$ cat config.mk
export PLATFORM = sky130hd
export DESIGN_NAME = if_fetch_unit
export DESIGN_NICKNAME = d
export VERILOG_FILES = /design/src/rtl/if_fetch_unit.sv
export SDC_FILE = /design/constraint.sdc
export NUM_CORES = 1
export LEC_CHECK = 0
export ABC_AREA = 1
export ABC_CLOCK_PERIOD_IN_PS = 1600
export CELL_PAD_IN_SITES_DETAIL_PLACEMENT = 1
export CELL_PAD_IN_SITES_GLOBAL_PLACEMENT = 1
export CORE_UTILIZATION = 30
export DETAILED_ROUTE_END_ITERATION = 12
export PLACE_DENSITY = 0.79
export SLEW_MARGIN = 5
export SYNTH_ARGS = -nofsm -noshare
export SYNTH_HDL_FRONTEND = slang
export SYNTH_SLANG_ARGS = --single-unit
$ cat constraint.sdc
create_clock -name clk -period 1.6 [get_ports clk]
set_clock_uncertainty 0.1 [all_clocks]
set_input_delay 0.16 -clock clk [delete_from_list [all_inputs] [get_ports clk]]
set_output_delay 0.16 -clock clk [all_outputs]
set_load 0.01 [all_outputs]
$ cat src/rtl/if_fetch_unit.sv
`default_nettype none
// ============================================================================
// Module   : if_fetch_unit
// Purpose  : Instruction-fetch stage; owns the PC, keeps one imem request in
//            flight and hands {instr, pc} to IF/ID with stall and redirect.
// Revision : 1.0
// ============================================================================
module if_fetch_unit #(
    parameter logic [31:0] RESET_PC     = 32'h0000_0000,
    parameter logic [31:0] PC_STEP      = 32'd4,
    parameter logic [31:0] BUBBLE_INSTR = 32'h0000_0000
) (
    input  logic        clk,
    input  logic        reset,
    input  logic        stall,
    input  logic        redirect_valid,
    input  logic [31:0] redirect_pc,
    output logic        imem_req,
    output logic [31:0] imem_addr,
    input  logic        imem_ready,
    input  logic        imem_rvalid,
    input  logic [31:0] imem_rdata,
    output logic        fetch_valid,
    output logic [31:0] fetch_instr,
    output logic [31:0] fetch_pc
);

    typedef enum logic [1:0] {
        ST_IDLE    = 2'd0,
        ST_REQ     = 2'd1,
        ST_WAIT    = 2'd2,
        ST_DISCARD = 2'd3
    } state_t;

    state_t      r_state;
    state_t      w_state_next;
    logic [31:0] r_pc;
    logic [31:0] w_pc_next;
    logic [31:0] r_req_pc;
    logic [31:0] w_req_pc_next;
    logic        r_fetch_valid;
    logic [31:0] r_fetch_instr;
    logic [31:0] r_fetch_pc;
    logic [31:0] w_redirect_pc;
    logic        w_out_busy;
    logic        w_issue;
    logic        w_load;
    logic        w_clear;

    assign w_redirect_pc = {redirect_pc[31:2], 2'b00};
    assign w_out_busy    = r_fetch_valid && stall;
    // Only issue when the output register is free, so a response never lands on held data.
    assign w_issue       = (r_state == ST_REQ) && !redirect_valid && !w_out_busy;
    assign w_clear       = redirect_valid || (r_fetch_valid && !stall);

    always_comb begin
        w_state_next  = r_state;
        w_pc_next     = r_pc;
        w_req_pc_next = r_req_pc;
        w_load        = 1'b0;
        case (r_state)
            ST_IDLE: begin
                w_state_next = ST_REQ;
                if (redirect_valid) begin
                    w_pc_next = w_redirect_pc;
                end
            end
            ST_REQ: begin
                if (redirect_valid) begin
                    w_pc_next = w_redirect_pc;
                end else if (w_issue && imem_ready) begin
                    w_req_pc_next = r_pc;
                    w_state_next  = ST_WAIT;
                end
            end
            ST_WAIT: begin
                if (imem_rvalid) begin
                    w_state_next = ST_REQ;
                    if (redirect_valid) begin
                        w_pc_next = w_redirect_pc;
                    end else begin
                        w_load    = 1'b1;
                        w_pc_next = r_req_pc + PC_STEP;
                    end
                end else if (redirect_valid) begin
                    w_pc_next    = w_redirect_pc;
                    w_state_next = ST_DISCARD;
                end
            end
            ST_DISCARD: begin
                if (redirect_valid) begin
                    w_pc_next = w_redirect_pc;
                end
                if (imem_rvalid) begin
                    w_state_next = ST_REQ;
                end
            end
            default: begin
                w_state_next = ST_IDLE;
            end
        endcase
    end

    always_ff @(posedge clk) begin
        if (reset) begin
            r_state  <= ST_IDLE;
            r_pc     <= RESET_PC;
            r_req_pc <= 32'h0000_0000;
        end else begin
            r_state  <= w_state_next;
            r_pc     <= w_pc_next;
            r_req_pc <= w_req_pc_next;
        end
    end

    always_ff @(posedge clk) begin
        if (reset) begin
            r_fetch_valid <= 1'b0;
            r_fetch_instr <= BUBBLE_INSTR;
            r_fetch_pc    <= 32'h0000_0000;
        end else if (w_load) begin
            r_fetch_valid <= 1'b1;
            r_fetch_instr <= imem_rdata;
            r_fetch_pc    <= r_req_pc;
        end else if (w_clear) begin
            r_fetch_valid <= 1'b0;
            r_fetch_instr <= BUBBLE_INSTR;
            r_fetch_pc    <= 32'h0000_0000;
        end
    end

    assign imem_req    = w_issue;
    assign imem_addr   = r_pc;
    assign fetch_valid = r_fetch_valid;
    assign fetch_instr = r_fetch_instr;
    assign fetch_pc    = r_fetch_pc;

endmodule
`default_nettype wire
After elaboration in Yosys (flattened, before gate mapping)
Cells that the tools add are included.
W data, S select, Z words.
{"block": "op_classes", "n_addsub": 1, "mul": 0, "div_mod_pow": 0, "order_cmp": 0, "eq_ne": 7, "shifts": 0, "mux": 18, "bitwise": 1, "reduce_logical": 14}
{"operator": "$mux W32", "n": 6}
{"operator": "$pmux W32 S2", "n": 1}
{"operator": "$add A32 B3 Y32 const B", "n": 1}
{"operator": "$mux W2", "n": 5}
{"operator": "$pmux W2 S4", "n": 1}
{"operator": "$logic_and A1 B1 Y1", "n": 5}
{"operator": "$mux W1", "n": 5}
{"operator": "$eq A2 B2 Y1 const B", "n": 2}
{"operator": "$ne A2 B2 Y1 const B", "n": 2}
{"operator": "$reduce_and A4 Y1", "n": 1}
{"operator": "$logic_not A1 Y1", "n": 3}
{"operator": "$ne A3 B3 Y1 const B", "n": 1}
{"operator": "$reduce_and A3 Y1", "n": 1}
{"operator": "$reduce_or A3 Y1", "n": 1}
{"operator": "$eq A2 B1 Y1 const B", "n": 1}
{"operator": "$logic_not A2 Y1", "n": 1}
{"operator": "$ne A2 B1 Y1 const B", "n": 1}
{"operator": "$reduce_bool A2 Y1", "n": 1}
{"operator": "$logic_or A1 B1 Y1", "n": 1}
{"operator": "$not A1 Y1", "n": 1}
{"block": "totals", "reg_bits": 131, "latchBits": 0, "mem_bits_rw": 0, "romBits": 0, "input_bits": 70, "output_inout_bits": 98, "elab_cells": 47, "memories": 0}

Depth between registers and ports, before layout
Gate-level depths: netlist (run 1).
{"block": "depth", "depth_word": 7, "depth_mapped": 11, "depth_no_buf": 10}

Worst setup path after synthesis (run 1)
No wires, ideal clock.
{"block": "synth_timing", "path_kind": "flip-flop to flip-flop", "from": "reg r_state[1]", "to": "reg r_state[1]", "setup_ns": 0.118, "t_arrival_ns": 1.352, "required_time_ns": 1.382, "slack_ns": 0.029, "path_stages_with_launch": 12, "path_buffers": 1, "synth_period_minus_slack_ns": 1.571, "cell_sequence": "dfxtp_1 > inv_1 > ha_1 > nand2_1 > nor2_2 > nand2_1 > buf_2 > nand2_1 > o21a_1 > nand2_1 > o21ai_0 > nor2_1"}
{"block": "synth_between", "elab_chain_len": 6, "word_cells_on_any_way": 13, "cone_classes": "eq/ne (7); mux (1); reduce/logical (5)"}
{"item": "start: declaration", "line": "35", "rtl": "state_t r_state;"}
{"item": "start signal: assignment", "line": "110", "rtl": "r_state <= w_state_next;"}
{"item": "$eq A2 B1 Y1", "line": "53", "rtl": "assign w_issue = (r_state == ST_REQ) && !redirect_valid && !w_out_busy;"}
{"item": "$logic_and A1 B1 Y1 (2 in a row)", "line": "53"}
{"item": "named net imem_req", "line": "18", "rtl": "output logic imem_req,"}
{"item": "$logic_and A1 B1 Y1", "line": "71", "rtl": "end else if (w_issue && imem_ready) begin"}
{"item": "$ne A2 B1 Y1 (no line)"}
{"item": "$reduce_and A4 Y1 (no line)"}
The timed path passes the listed nets, and every way through them passes these cells.
A chain may end at the register's enable or synchronous reset.

Worst setup path after layout (run 1)
{"block": "layout_timing", "from": "reg r_req_pc[2]", "to": "reg r_pc[16], in the netlist imem_addr[16]"}
{"block": "layout_between", "elab_chain_len": 4}
{"item": "start: declaration", "line": "39", "rtl": "logic [31:0] r_req_pc;"}
{"item": "start signal: assignment", "line": "112", "rtl": "r_req_pc <= w_req_pc_next;"}
{"item": "$add A32 B3 Y32", "line": "83", "rtl": "w_pc_next = r_req_pc + PC_STEP;"}
{"item": "$mux W32", "line": "79", "rtl": "if (redirect_valid) begin"}
{"item": "$mux W32", "line": "77", "rtl": "if (imem_rvalid) begin"}
{"item": "$pmux W32 S2", "line": "61", "rtl": "case (r_state)"}
{"item": "end signal: assignment", "line": "111", "rtl": "r_pc <= w_pc_next;"}
{"item": "end: declaration", "line": "37", "rtl": "logic [31:0] r_pc;"}
No other way between the ends.

==> results of run 1 <==
power groups by stage:
stage | Sequential (mW) | Combinational, mW | Clock [mW]
3_5_place_dp | 3.86 | 2.23 | 0
4_1_cts | 3.81 | 2.23 | 3.93
5_1_grt | 3.88 | 2.74 | 4.07
6_report | 3.85 | 2.51 | 3.88
3_3_place_gp | 3.85 | 2.16 | 0
2_1_floorplan | 3.87 | 1.03 | 0
metal layers:
metal,vias to the layer above,global-route usage (%),wire [um]
met5,-,0,0
met4,0,11.4,742
met3,42,5.00,1110
met2,170,39.4,11600
met1,3171,25.9,9760
li1,3199,-,-
registers in the layout, indices dropped and copies added (netlist names):
name / flops
r_req_pc: 32
imem_addr: 32
fetch_valid: 1
r_state: 2
fetch_instr: 32
fetch_pc: 32
worst paths after layout:
path / cells past startpoint / end / from / slack, ps
setup / recovery: 10 / imem_addr[16]$_SDFF_PP0_ / r_req_pc[2]$_SDFFE_PP0P_ / -20
hold / removal: 5 / imem_addr[20]$_SDFF_PP0_ / redirect_valid / 120
setup reg to reg: 10 / imem_addr[16]$_SDFF_PP0_ / r_req_pc[2]$_SDFFE_PP0P_ / -20
hold reg to reg: 2 / fetch_instr[15]$_SDFFE_PP0P_ / fetch_instr[15]$_SDFFE_PP0P_ / 370
synth_stat cells (13+ instances only):
cell type    n  area (um^2)
nor2_2      13         81.3
nand2_1    200          751
inv_1       53          199
o21ai_0     67          335
clkbuf_1    15         56.3
o21ai_1     31          155
o22ai_1     32          200
buf_2       23          115
nor2_1      43          161
a21oi_1     82          410
nand3_1     68          340
dfxtp_1    131         2620
per-stage QoR:
stage / worst slack [ps] / cell area, um^2 / utilization, %
3_5_place_dp: -210 / 8390 / 43.3
3_3_place_gp: -135 / 8390 / 43.3
6_report: -23.0 / 9500 / 49.0
4_1_cts: -50.3 / 9040 / 46.6
2_1_floorplan: 29.2 / 5940 / -
5_1_grt: -85.0 / 9500 / 49.0
worst register-to-register path: stages, from the launching register on:
cell	delay [ps]
dfxtp_2	360
ha_4	150
nand2_4	60
nor2_4	190
inv_2	70
nor2_4	90
buf_6	130
inv_2	40
o21ai_2	150
nand3_2	110
a21oi_2	120
cell type report:
type | instances | area (um^2)
flip-flops and latches | 131 | 2650
well taps | 265 | 332
repair buffers | 247 | 2590
multi-input cells | 584 | 3120
inverters | 58 | 229
fillers | 2311 | 9900
clock buffers | 17 | 425
clock inverters | 15 | 148
diodes | 1 | 2.50
logic make-up after synthesis:
family	after synthesis	share of synthesized area [%]
xor+xnor	1	0.148
buf+inv	107	8.01
fa+ha+maj	5	1.05
simple gates	355	26.6
flops	131	44.2
compound gates	223	20.0
timing repair:
action | 4_1_cts | 5_1_grt
pin swaps | 14 | 23
buffers inserted | 5 | 6
gates cloned | 0 | 3
gates resized for setup | 89 | 109
endpoints found under the setup margin | 96 | 161
==> reports/results.ini, run 1 <==
[status]
status=finished, violations left
violations=setup timing

[clocking]
htreeDepth=4
clkLatencyLatePin_ps=440
postCtsHoldBufs=0
clk_pin_slew_ps=60
cts_inserted_buffers=17
clockBufferDepth=2
cts_tree=done
clock_sinks=131
root_buffer=clkbuf_16

[layout]
final_common_cell=nand2_1
stdcell_count=1318
final_cell_mix=187 x nand2_1, 111 x dfxtp_1, 76 x a21oi_1, 76 x clkdlybuf4s50_1, 63 x o21ai_0
nets=1114
area_growth_pct=60.0
drive_gt1_share_pct=22.1

[timing]
period_share_pct=101
fmax_mhz=616
slew_headroom_pct=78.7
setup_tns_ps=-38.1
holdWs_ps=121
rsz0062_at_grt=yes
finalWorstSetupSlack_ps=-23.0
worstMarginPinSlew_ps=316
setup_viol=2
slew_violations=0
layout_min_cycle_time_ps=1620
hold_violations=0

[placement]
dp.cells=1273
hpwl_um=15600
place_congestion=0.837
portBuffers=165

[synth]
synthCells=822
synthesis.nets=897
synth_edf_count=0
syn_area_per_cell_um2=7.22
yosysWarnings=0
syn_area_mm2=0.00594
ys_types=32
synth_ff_type=dfxtp_1
ys_seq_area_share_pct=44.2
async_reset_ff_share_pct=0
synth_seq_cells=131

[setup_path]
crit_chain=ha_4, nand2_4, nor2_4, inv_2, nor2_4, buf_6, inv_2, o21ai_2, nand3_2, a21oi_2
crit_fanout=4
critPathTopFamily=simple AND/OR/NAND/NOR gates
crit_path_top_delay_cell=dfxtp_2
startpoint_type=flop
crit_buf_inv=3
max_stage_delay_ps=360
crit_type=flop to flop
end_kind=flop
arrival_ps=1890
critPathRequiredTime_ps=1870

[power_and_ir_drop]
vdd.ir_drop.worst_uv=751
powerDensity_mw_per_mm2=1080
power_mw=10.2
p_sw_mw=3.35
p_int_mw=6.89
p_clk_share_pct=37.8
share_comb_of_total_power_pct=24.5
swShare_pct=32.8
sequentialPowerShare_pct=37.6
p_leak_nw=4.30

[grt]
grt_pass1_vias=6779
grt_max_degree=55
grt_first_pass_wirelength_um=35200
grt.total_usage_pct=22.6
grt_overflow=0
antenna_found_initial=1

[die]
initial_utilization_pct=30.6
core.rowCount=51
num_io_pins=168
die_h_um=143
core-area_mm2=0.0194
die_w_um=143
die-area_mm2=0.0204

[run]
cap_violations=0

[drt]
drt_iter0_drc=353
vias=6582
drt_wl_total_um=23200
drc=0
ant_nets=0
wire_per_inst_um=17.6
via_per_inst=4.99
drtPass1Iterations=4

[hold_path]
hold_path_class=input port to flop

No activity file was read; power rests on OpenSTA's default activity.
==> run 2, diff against run 1 <==
--- a/config.mk
+++ b/config.mk
@@ -11,6 +11,7 @@
 export CELL_PAD_IN_SITES_GLOBAL_PLACEMENT = 1
 export CORE_UTILIZATION = 30
 export DETAILED_ROUTE_END_ITERATION = 12
+export HOLD_SLACK_MARGIN = 0.1
 export PLACE_DENSITY = 0.79
 export SLEW_MARGIN = 5
 export SYNTH_ARGS = -nofsm -noshare
==> results of run 2 <==
Same layout as run 1: the final DEF is identical, and so are final timing and power.
